==> src/rtl/spi_byte_engine.sv <==
`default_nettype none
// ==========================================================================
// spi_byte_engine : byte-wide CPHA=0 SPI master on the PIO SPI page; stalls
//                   the 68000 through wait_req while a transfer is running.
// Rev 1.0
// ==========================================================================
module spi_byte_engine #(
  parameter int DATA_W = 8,
  parameter int DIV_W  = 3
) (
  input  logic              x8m,
  input  logic              sysrst_n,
  input  logic              spi_ce,
  input  logic              rw_n,
  input  logic [DATA_W-1:0] wdata,
  output logic [DATA_W-1:0] rdata,
  input  logic [DIV_W-1:0]  cfg_div,
  input  logic              cfg_cpol,
  output logic              busy,
  output logic              done,
  output logic              wait_req,
  output logic              spi_sclk,
  output logic              spi_mosi,
  input  logic              spi_miso
);

  localparam int TMR_W = (1 << DIV_W) - 1;
  localparam int CNT_W = $clog2(DATA_W) + 1;

  localparam logic [TMR_W-1:0] TMR_ONE  = TMR_W'(1);
  localparam logic [CNT_W-1:0] CNT_ONE  = CNT_W'(1);
  localparam logic [CNT_W-1:0] CNT_LAST = CNT_W'(DATA_W);

  localparam logic [2:0] ST_IDLE  = 3'd0;
  localparam logic [2:0] ST_SETUP = 3'd1;
  localparam logic [2:0] ST_LEAD  = 3'd2;
  localparam logic [2:0] ST_TRAIL = 3'd3;
  localparam logic [2:0] ST_DONE  = 3'd4;

  logic [2:0]        state_q, state_d;
  logic [TMR_W-1:0]  tmr_q, tmr_d;
  logic [CNT_W-1:0]  cnt_q, cnt_d;
  logic [DATA_W-1:0] tx_sr_q, tx_sr_d;
  logic [DATA_W-1:0] rx_sr_q, rx_sr_d;
  logic [DATA_W-1:0] rdata_q, rdata_d;
  logic [DIV_W-1:0]  div_q, div_d;
  logic              cpol_q, cpol_d;
  logic              sclk_q, sclk_d;
  logic              mosi_q, mosi_d;
  logic              wr_req_q, wr_req_d;

  logic wr_req;
  logic rd_req;
  logic idle;
  logic accept;
  logic tmr_zero;

  // Half-period minus one: 2^div - 1 cycles of countdown.
  function automatic logic [TMR_W-1:0] half_reload(input logic [DIV_W-1:0] div);
    logic [TMR_W:0] one_hot;
    one_hot = {{TMR_W{1'b0}}, 1'b1} << div;
    return one_hot[TMR_W-1:0] - TMR_ONE;
  endfunction

  assign wr_req   = spi_ce & ~rw_n;
  assign rd_req   = spi_ce & rw_n;
  assign idle     = (state_q == ST_IDLE);
  assign accept   = wr_req & ~wr_req_q & idle;
  assign tmr_zero = (tmr_q == '0);

  // The strobe copy only arms once a write is taken, so a stalled write
  // still looks like a fresh edge when the engine returns to IDLE.
  assign wr_req_d = wr_req & (wr_req_q | accept);

  always_comb begin
    state_d = state_q;
    tmr_d   = tmr_q;
    cnt_d   = cnt_q;
    tx_sr_d = tx_sr_q;
    rx_sr_d = rx_sr_q;
    rdata_d = rdata_q;
    div_d   = div_q;
    cpol_d  = cpol_q;
    sclk_d  = sclk_q;
    mosi_d  = mosi_q;
    if (!idle && !tmr_zero) begin
      tmr_d = tmr_q - TMR_ONE;
    end
    case (state_q)
      ST_IDLE: begin
        cpol_d = cfg_cpol;
        sclk_d = cfg_cpol;
        mosi_d = 1'b1;
        if (accept) begin
          state_d = ST_SETUP;
          tx_sr_d = wdata;
          div_d   = cfg_div;
          cnt_d   = '0;
          tmr_d   = half_reload(cfg_div);
          mosi_d  = wdata[DATA_W-1];
        end
      end
      ST_SETUP, ST_TRAIL: begin
        if (tmr_zero) begin
          if (state_q == ST_TRAIL && cnt_q == CNT_LAST) begin
            state_d = ST_DONE;
          end else begin
            state_d = ST_LEAD;
            tmr_d   = half_reload(div_q);
            sclk_d  = ~cpol_q;
            rx_sr_d = {rx_sr_q[DATA_W-2:0], spi_miso};
          end
        end
      end
      ST_LEAD: begin
        if (tmr_zero) begin
          state_d = ST_TRAIL;
          tmr_d   = half_reload(div_q);
          sclk_d  = cpol_q;
          tx_sr_d = {tx_sr_q[DATA_W-2:0], tx_sr_q[DATA_W-1]};
          mosi_d  = tx_sr_q[DATA_W-2];
          cnt_d   = cnt_q + CNT_ONE;
        end
      end
      ST_DONE: begin
        state_d = ST_IDLE;
        rdata_d = rx_sr_q;
        mosi_d  = 1'b1;
      end
      default: begin
        state_d = ST_IDLE;
      end
    endcase
  end

  always_ff @(posedge x8m) begin
    if (!sysrst_n) begin
      state_q  <= ST_IDLE;
      tmr_q    <= '0;
      cnt_q    <= '0;
      tx_sr_q  <= '0;
      rx_sr_q  <= '0;
      rdata_q  <= '0;
      div_q    <= '0;
      cpol_q   <= cfg_cpol;
      sclk_q   <= cfg_cpol;
      mosi_q   <= 1'b1;
      wr_req_q <= 1'b0;
    end else begin
      state_q  <= state_d;
      tmr_q    <= tmr_d;
      cnt_q    <= cnt_d;
      tx_sr_q  <= tx_sr_d;
      rx_sr_q  <= rx_sr_d;
      rdata_q  <= rdata_d;
      div_q    <= div_d;
      cpol_q   <= cpol_d;
      sclk_q   <= sclk_d;
      mosi_q   <= mosi_d;
      wr_req_q <= wr_req_d;
    end
  end

  assign busy     = ~idle;
  assign done     = (state_q == ST_DONE);
  assign wait_req = (wr_req | rd_req) & ~idle;
  assign rdata    = rdata_q;
  assign spi_sclk = sclk_q;
  assign spi_mosi = mosi_q;

endmodule
`default_nettype wire
==> config.mk <==
export PLATFORM = sky130hd
export DESIGN_NAME = spi_byte_engine
export DESIGN_NICKNAME = d
export VERILOG_FILES = /design/src/rtl/spi_byte_engine.sv
export SDC_FILE = /design/constraint.sdc
export NUM_CORES = 1
export LEC_CHECK = 0
export CORE_MARGIN = 4
export CORE_UTILIZATION = 40
export CTS_CLUSTER_DIAMETER = 120
export DETAILED_ROUTE_END_ITERATION = 10
export SETUP_SLACK_MARGIN = 0.1
export SLEW_MARGIN = 15
export SYNTH_ARGS = -nofsm -noshare
export SYNTH_HDL_FRONTEND = slang
export SYNTH_SLANG_ARGS = --single-unit
==> constraint.sdc <==
create_clock -name x8m -period 2.9 [get_ports x8m]
set_input_delay 0.435 -clock x8m [delete_from_list [all_inputs] [get_ports x8m]]
set_output_delay 0.435 -clock x8m [all_outputs]
set_load 0.01 [all_outputs]
==> summary.md, run 1 <==
| Metric | Value |
|---|---|
| Status | finished, final reports clean |
| I/O pin count | 30 |
| Hold_buf cts | 0 |
| Cell Area, Synth | around 2300 µm² |
| Pre-CTS setup slack | approximately 540 ps |
| Diodes inserted | 0 |
| Crit-path max FO | 12 |
| Area delta synth->final | 21.4% |
| Starting Density | 0.413 |
| Final Core Density | 0.501 |
| # rows | 27 |
| Cts bufs inserted | 5 |
| FF-to-FF Start | tmr_q[0] |
| Synth Area in Compound Gates | 0.184 |
| Setup Skew | between 4 and 5 ps |
| Crit-path leading delay family | buffers and inverters |
| Buffers & Inverters on Critical Path | 2 |
| Total routed wirelength | slightly above 5000 µm |
| Yosys cell types | 52 |
| Fin crit share | 0.853 |
| Routed len/inst | ~14 µm |
| Post-Synthesis Mean Instance Area | between 8 and 9 µm² |
| GRT overflow | 0 |
| Largest net degree at the start of global routing | 26 |
| Register bit total from synthesis | 45 |
| CTS sink cnt | between 40 and 50 |
| Leakage | ~0.0011 µW |
| R2R Path End | tmr_q[0] |
| Peak VDD IR | about 0.29 mV |
| RSZ-0062 raised after global routing | false |
| Crit path launch type | flip-flop |
| GPL Wtd Cong | 0.819 |
| Vias in the first global route | between 1.5k and 2k |
| Total GRT Usage | 0.149 |
| P per Cell Area | between 700 and 800 nW/µm² |
| Worst Max-Slew Pin Slew | between 400 and 500 ps |
| Worst slew margin | 0.677 |
| Global-route wire length before repair | between 8000 and 9000 µm |
| CTS tree | done |
| Iteration-0 DRC Markers | 172 |
| Mapped Nets | approximately 280 |
| EDFF count, synth | 2 |
| Post-Synth Simple-Gate Area | 0.252 |
| Crit path DAT | 2040 ps |
| Max stage delay cell, worst path | clkdlybuf4s50_1 |
| Max-cap violation count | 0 |
| Largest family of logic cells by synthesized area | simple AND/OR/NAND/NOR gates |
| CP required | approximately 2500 ps |
| Final Power | about 2000 µW |
| Core Area | 5510 µm² |
| Yosys synthesis warning count | 0 |
| DIE WIDTH | approximately 83 µm |
| Clk_lat worst skew | between 200 and 300 ps |
| Post-DP HPWL | between 3000 and 4000 µm |
| Hold Fails Final Rpt | 0 |
| Min-Delay Path Class | reg2reg |
| Die area | between 6000 and 7000 µm² |
| Post-synth ARST share | 0 |
| Post-synthesis mux area share | 0.0848 |
| Hold Crit Endpoint | rdata[3] |
| Fin. max-slew vios | 0 |
| Max Freq | around 400 MHz |
| Input/output buffers | 29 |
| Xor/xnor share of the synthesized area | 0.00771 |
| H-Tree Depth | 2 |
| Crit Path Class | reg2out |
| Share of cells above drive strength 1 | 0.0887 |
| Type of destination of the critical path | output pin |
| Final worst slack | approximately 430 ps |
| R2r setup slk | around 690 ps |
| Number of cells on the critical path | 4 |
| Hold_sp | rdata[3] |
| Die H | 83.4 µm |
| Final ANT Viol Nets | 0 |
| Slowest stage delay, CP | 570 ps |
| Primary FF master, synth | dfxtp_1 |
| Fin crit period | 2470 ps |
| Initial antenna violation count | 0 |
| First-pass detailed-route iteration total | 4 |
| FILL cells | 540 |
| PostCTS Resize Cnt | 0 |
| CP Cell Sequence | nor2_2 > nand2_1 > clkinv_1 > clkdlybuf4s50_1 |
| Post-Route Setup TNS | 0 ps |
| Register area share after synthesis | 0.405 |
| Routed vias | 1915 |
| Clk pin slew, worst setup/hold paths | 80 ps |
| Adder-Cell Fraction of Synth Area | 0.0220 |
| Mapped Cells | 262 |
| Setup violations, final | 0 |
| Via density per instance | between 5 and 6 |
| Maximum clock path buffer count | 2 |
| FF-to-FF path depth | 7 |
| Worst hold path stage count | 2 |
| CTS root buf | clkbuf_8 |
| Fin nets | between 300 and 400 |
| Remaining DRCs | 0 |
| Post-CTS Setup Bufs | 0 |
-- power by group --
group,switching (µW),total [µW],internal [µW]
combinational,441,750,309
sequential,83.8,785,702
clock,210,491,281
-- sequential cells by signal, summed over array words and instances (netlist names) --
name      cells
rdata         8
rx_sr_q       8
tx_sr_q       8
tmr_q         7
cnt_q         4
div_q         3
state_q       3
cpol_q        1
spi_mosi      1
spi_sclk      1
wr_req_q      1
-- cells in the final DEF (no fill, tap or decap), types with 2 or more instances in the layout --
cell type        count
a21oi_1             12
o22a_1               2
nor4_1               2
clkdlybuf4s50_1     29
ha_1                 4
nor2_2               3
a211oi_1             2
buf_4                6
clkbuf_8             6
and2_1               2
mux2i_1             17
o211a_1              7
inv_1               10
o21a_1               4
nor3_1              11
or2_2                3
edfxtp_1             2
a21boi_0            11
nor2b_1             11
o21ai_0              9
nor3b_1              2
nand2_1             33
nor2_1              19
a31oi_1              2
nand4_1              2
dfxtp_1             43
mux2_2               2
or3_1                4
nand3_1              7
xnor2_1              2
o2bb2ai_1            2
-- Yosys cell counts, drive strengths merged (2+ instances only) --
master / n / area, µm²
a211oi: 2 / 15.0
a21boi: 11 / 82.6
a21oi: 12 / 60.1
a31oi: 2 / 12.5
and2: 2 / 12.5
buf: 5 / 33.8
clkbuf: 7 / 26.3
dfxtp: 43 / 861
edfxtp: 2 / 60.1
ha: 4 / 50.1
inv: 10 / 37.5
mux2: 2 / 22.5
mux2i: 17 / 170
nand2: 33 / 124
nand3: 8 / 45.0
nand4: 2 / 12.5
nor2: 22 / 87.6
nor2b: 11 / 68.8
nor3: 12 / 65.1
nor3b: 2 / 15.0
nor4: 3 / 33.8
o211a: 7 / 70.1
o21a: 4 / 30.0
o21ai: 9 / 45.0
o22a: 2 / 17.5
o2bb2ai: 2 / 17.5
or2: 3 / 18.8
or3: 4 / 25.0
xnor2: 2 / 17.5
-- through the flow --
stage                     cells  hold WS, ps  area (µm²)
final                       365          465        2760
after global routing        365          490        2760
after CTS                   365          471        2760
after detailed placement    357          459        2640
after global placement      357          454        2640
after floorplan             262          441        2270
-- routing by layer --
layer,share of wire,wire length (µm),GRT usage,vias up
met5,0,0,0,-
met4,0.011,55,0.0505,0
met3,0.055,285,0.0367,7
met2,0.46,2390,0.241,53
met1,0.47,2420,0.193,870
li1,-,-,-,985
-- worst reg2reg max path: stages, from the launching register on --
cell     delay (ps)
dfxtp_1         360
inv_1           110
ha_1            160
nor2b_1         420
and2_1          410
nor2_2           50
o21a_1          180
o41a_1          400
-- worst max-delay path by stage --
stage	startpoint	endpoint	slack (ps)
floorplan	tmr_q[0]	tmr_q[0]	1010
global placement	state_q[0]	done	520
detailed placement	state_q[0]	done	540
CTS	state_q[0]	done	200
global route	state_q[0]	done	300
finish	state_q[0]	done	430
-- final cells by class --
class	instances	area (µm²)	share of cell area
repair buffers	35	335	0.121
clock buffers	6	82.6	0.0299
inverters	11	41.3	0.0150
well taps	72	90.1	0.0326
flip-flops and latches	45	921	0.334
clock inverters	2	36.3	0.0131
multi-input cells	194	1250	0.454
-- cell families after synthesis --
group / count (synthesis)
flip-flops: 45
multiplexers: 19
AO/OA/AOI/OAI: 59
XOR/XNOR: 2
buffers and inverters: 23
adder cells (fa/ha/maj): 4
AND/OR/NAND/NOR: 110
(Power assumes the default switching activity.)
==> inputs of run 2 (changes only) <==
==> constraint.sdc (replaced) <==
create_clock -name x8m -period 2.5 [get_ports x8m]
set_input_delay 0.375 -clock x8m [delete_from_list [all_inputs] [get_ports x8m]]
set_output_delay 0.375 -clock x8m [all_outputs]
set_load 0.01 [all_outputs]
==> run 2 against run 1 <==
  * Count of clock-buffer cells in the layout is 1 lower
  * Power is 23% higher
  * Clock power is 35% higher
  * Critical path depth is 3 higher
  * First-iteration DRC count is 33% lower
  * Routed wire length is 1.2% lower
  * Hold slack better by 0.79 ps
==> summary.md, run 2 (synthesized netlist as in run 1, its figures left out) <==
| Metric | Value |
|---|---|
| Post-DP HPWL | between 3000 and 4000 µm |
| RSZ-0062 raised after global routing | false |
| Final ANT Viol Nets | 0 |
| Die H | around 83 µm |
| Cts bufs inserted | 5 |
| Final Core Density | 0.509 |
| Remaining DRCs | 0 |
| Crit Path Class | reg2reg |
| Worst slew margin | 0.676 |
| First-pass detailed-route iteration total | 4 |
| Post-Route Setup TNS | 0 ps |
| GRT overflow | 0 |
| Clk_lat worst skew | approximately 300 ps |
| GPL Wtd Cong | 0.872 |
| Fin nets | ~320 |
| Die area | 6950 µm² |
| CTS tree | done |
| Setup violations, final | 0 |
| Max Freq | between 400 and 500 MHz |
| Status | finished, final reports clean |
| Total GRT Usage | 0.155 |
| Routed len/inst | 13.8 µm |
| Crit-path max FO | 8 |
| Sequential share of power | 0.367 |
| Crit-path leading delay family | simple AND/OR/NAND/NOR gates |
| Total routed wirelength | approximately 5100 µm |
| Vias in the first global route | around 1.8k |
| Fin. max-slew vios | 0 |
| CTS sink cnt | 45 |
| Hold_buf cts | 0 |
| DIE WIDTH | about 83 µm |
| Routed vias | ~2.0k |
| CTS root buf | clkbuf_8 |
| Crit path launch type | flip-flop |
| Commonest non-fill, non-tap cell in the layout | dfxtp_1 |
| Worst Max-Slew Pin Slew | around 480 ps |
| Largest net degree at the start of global routing | 33 |
| Fin crit share | 0.859 |
| I/O pin count | 30 |
| Type of destination of the critical path | flip-flop |
| CP required | about 2700 ps |
| Global-route wire length before repair | slightly below 9000 µm |
| Max stage delay cell, worst path | and2_1 |
| Iteration-0 DRC Markers | 116 |
| Placed Area | about 2700 µm² |
| P_int | between 1500 and 2000 µW |
| Net Switching | around 880 µW |
| Post-route design area | 2800 µm² |
| Share of cells above drive strength 1 | 0.101 |
| Fin crit period | between 2000 and 2500 ps |
| Clock power share | 0.266 |
| Hold Fails Final Rpt | 0 |
| # rows | 27 |
| Starting Density | 0.413 |
| Diodes inserted | 0 |
| Switching share of power | 0.353 |
| Crit path DAT | ~2400 ps |
| Initial antenna violation count | 0 |
| Area delta synth->final | 23.2% |
| Leakage | roughly 0.0011 µW |
| R2r setup slk | 350 ps |
| H-Tree Depth | 2 |
| Placed Cells | 360 |
| Setup Skew | around 6.0 ps |
| Comb power frac | 0.366 |
| Max-cap violation count | 0 |
| Min-Delay Path Class | reg2reg |
| Input/output buffers | 29 |
| Post-route insts no fill | 368 |
| Clk pin slew, worst setup/hold paths | roughly 90 ps |
| Buffers & Inverters on Critical Path | 1 |
| Maximum clock path buffer count | 2 |
| CP Cell Sequence | inv_1 > ha_1 > nor2b_1 > and2_1 > nand2_1 > o41ai_1 > o2bb2ai_1 |
| Peak VDD IR | between 0.3 and 0.4 mV |
| Core Area | 5510 µm² |
| P per Cell Area | roughly 890 nW/µm² |
| Via density per instance | ~5.3 |
| Commonest non-fill, non-tap cells in the layout | dfxtp_1, nand2_1, clkdlybuf4s50_1 |
| Slowest stage delay, CP | about 430 ps |
==> run 2: cell count changes in the layout (fill, tap and decap cells not counted), sizes merged <==
cell and change:
clkbuf -1, bufinv +1, buf +3
==> run 2: what timing repair did <==
action / CTS / global route
setup endpoints to repair: 0 / 1
resized for setup: 0 / 2
setup buffers: 0 / 0
==> run 2: path summary, 6_finish.rpt <==
path	start	endpoint	cells after the start
worst max-delay path	tmr_q[0]	tmr_q[4]	7
worst min register to register	rdata[4]	rdata[4]	2
worst min-delay path	rdata[4]	rdata[4]	2
worst max register to register	tmr_q[0]	tmr_q[4]	7
==> run 2: routing by layer <==
| metal | global-route usage | wire length (µm) | part of all wire |
|---|---|---|---|
| met5 | 0 | 0 | 0 |
| met4 | 0.0475 | 72 | 0.014 |
| met3 | 0.0337 | 231 | 0.045 |
| met2 | 0.248 | 2310 | 0.45 |
| met1 | 0.208 | 2470 | 0.49 |
==> run 2: final cells by class <==
class	instances	area (µm²)
clock buffers	5	68.8
repair buffers	38	358
flip-flops and latches	45	923
inverters	11	41.3
well taps	72	90.1
clock inverters	3	68.8
fillers	540	2710
multi-input cells	194	1250
==> run 2: through the flow <==
step	power, µW	hold slack [ps]	worst slack (ps)
floorplan	1580	441	610
CTS	2510	470	180
global placement	1830	455	368
detailed placement	1840	456	386
global route	2660	487	197
finish	2480	466	352
==> run 2: worst reg2reg max path: stages, from the launching register on <==
cell and delay [ps]:
dfxtp_1 360, inv_1 120, ha_1 170, nor2b_1 320
and2_1 430, nand2_1 170, o41ai_1 360, o2bb2ai_1 150
==> run 2: power by group through the flow <==
stage	Combinational [µW]	Clock, µW	Sequential (µW)
floorplan	689	0	890
global placement	904	0	925
detailed placement	909	0	926
CTS	912	686	910
global route	1010	713	928
finish	910	661	913
==> inputs of run 3 (changes only) <==
--- a/config.mk
+++ b/config.mk
@@ -9,6 +9,7 @@
 export CORE_UTILIZATION = 40
 export CTS_CLUSTER_DIAMETER = 120
 export DETAILED_ROUTE_END_ITERATION = 10
+export MAX_ROUTING_LAYER = met4
 export SETUP_SLACK_MARGIN = 0.1
 export SLEW_MARGIN = 15
 export SYNTH_ARGS = -nofsm -noshare
==> run 3 against run 2 <==
  * Power is essentially flat
  * Combinational power about the same
  * Fmax up 0.17%
  * Cell count did not move
  * Via count down 1.1%
  * Die area stayed put
  * Routed wire length fell by 0.57%
  * Non-clock buffer count is the same
  * Core utilization is the same
  * First-iteration DRC count rose by 6.9%
  * Flip-flop and latch count stayed put
  * Critical endpoint unchanged
  * Highest routed layer unchanged
==> summary.md, run 3 (synthesized netlist as in run 1, its figures left out) <==
| Metric | Value |
|---|---|
| CTS tree | done |
| Share of cells above drive strength 1 | 0.101 |
| Input/output buffers | 29 |
| Setup Skew | ~6 ps |
| Cts bufs inserted | 5 |
| Global-route wire length before repair | around 8900 µm |
| Die area | 6950 µm² |
| Routed vias | about 1.9k |
| Crit-path max FO | 8 |
| Min Hold Slack | approximately 470 ps |
| Crit Path Class | reg2reg |
| Leakage | 0.00110 µW |
| H-Tree Depth | 2 |
| CTS sink cnt | 45 |
| Fin crit period | 2140 ps |
| Crit path DAT | approximately 2400 ps |
| Setup violations, final | 0 |
| Clk pin slew, worst setup/hold paths | about 90 ps |
| Pre-CTS setup slack | slightly below 400 ps |
| Commonest non-fill, non-tap cell in the layout | dfxtp_1 |
| Slowest stage delay, CP | roughly 430 ps |
| Sequential share of power | 0.368 |
| Via density per instance | between 5 and 6 |
| Largest net degree at the start of global routing | 33 |
| Iteration-0 DRC Markers | about 120 |
| I/O pin count | 30 |
| Peak VDD IR | between 0.3 and 0.4 mV |
| Maximum clock path buffer count | 2 |
| Final Core Density | 0.509 |
| Worst slew margin | 0.685 |
| P_int | about 1600 µW |
| CP required | ~2700 ps |
| GRT overflow | 0 |
| Final ANT Viol Nets | 0 |
| Hold Fails Final Rpt | 0 |
| Total routed wirelength | 5060 µm |
| Worst hold path stage count | 2 |
| Max stage delay cell, worst path | and2_1 |
| Vias in the first global route | around 1.8k |
| Initial antenna violation count | 0 |
| Max Freq | 466 MHz |
| Post-DP HPWL | about 3700 µm |
| Clock power share | 0.267 |
| Post-CTS Setup Bufs | 0 |
| First-pass detailed-route iteration total | 4 |
| Die H | 83.4 µm |
| Final Power | approximately 2500 µW |
| CP Cell Sequence | inv_1 > ha_1 > nor2b_1 > and2_1 > nand2_1 > o41ai_1 > o2bb2ai_1 |
| FF-to-FF path depth | 7 |
| Final worst slack | about 360 ps |
| PostCTS Resize Cnt | 0 |
| Worst Max-Slew Pin Slew | roughly 470 ps |
| Fin nets | about 320 |
| Routed len/inst | 13.8 µm |
| Net Switching | 874 µW |
| RSZ-0062 raised after global routing | false |
| Remaining DRCs | 0 |
| # rows | 27 |
| Type of destination of the critical path | flip-flop |
| Fin. max-slew vios | 0 |
| Area delta synth->final | 23.2% |
| Diodes inserted | 0 |
| GPL Wtd Cong | 0.886 |
| CTS root buf | clkbuf_8 |
| Core Area | 5510 µm² |
| Commonest non-fill, non-tap cells in the layout | dfxtp_1, nand2_1, clkdlybuf4s50_1 |
| Clk_lat worst skew | approximately 300 ps |
| Max-cap violation count | 0 |
| Starting Density | 0.413 |
| Buffers & Inverters on Critical Path | 1 |
| P per Cell Area | 886 nW/µm² |
| Status | finished, final reports clean |
| Post-Route Setup TNS | 0 ps |
| Switching share of power | 0.352 |
| Crit-path leading delay family | simple AND/OR/NAND/NOR gates |
| Number of cells on the critical path | 7 |
| Comb power frac | 0.366 |
| DIE WIDTH | 83.4 µm |
| Crit path launch type | flip-flop |
| Hold_buf cts | 0 |
| Min-Delay Path Class | reg2reg |
| Total GRT Usage | 0.159 |
| Fin crit share | 0.858 |
## run 3: cell counts in the layout (fill, tap and decap cells not counted)
No cell type changed its count.
## run 3: worst reg2reg max path: stages, from the launching register on
cell and delay, ps:
dfxtp_1 360, inv_1 110, ha_1 170, nor2b_1 320, and2_1 430, nand2_1 170
o41ai_1 360, o2bb2ai_1 150
## run 3: final cells by class
cell class	count	area (µm²)
Timing Repair Buffer	38	358
Clock buffer	5	68.8
Fill cell	540	2710
Multi-Input combinational cell	194	1250
Clock inverter	3	68.8
Tap cell	72	90.1
Inverter	11	41.3
Sequential cell	45	923
## run 3: per-stage QoR
stage,std cells,area (µm²)
3_3_place_gp,360,2660
6_report,368,2800
2_1_floorplan,262,2270
5_1_grt,368,2800
4_1_cts,368,2800
3_5_place_dp,360,2660
## run 3: path summary, 6_finish.rpt
check | end | slack, ps | startpoint
hold reg to reg | rdata[4] | 470 | rdata[4]
setup / recovery | tmr_q[4] | 360 | tmr_q[0]
hold / removal | rdata[4] | 470 | rdata[4]
setup reg to reg | tmr_q[4] | 360 | tmr_q[0]
## run 3: layer usage
metal | part of all wire | vias up | GRT usage
li1 | - | 1000 | -
met1 | 0.49 | 888 | 0.212
met2 | 0.45 | 43 | 0.248
met3 | 0.048 | 6 | 0.0278
met4 | 0.014 | 0 | 0.0475
met5 | 0 | - | -
## run 3: power by group through the flow
| stage | combinational (µW) | sequential, µW | clock [µW] |
|---|---|---|---|
| after global routing | 1010 | 928 | 715 |
| after floorplan | 689 | 890 | 0 |
| final | 908 | 912 | 661 |
| after detailed placement | 909 | 926 | 0 |
| after CTS | 912 | 910 | 686 |
| after global placement | 904 | 925 | 0 |
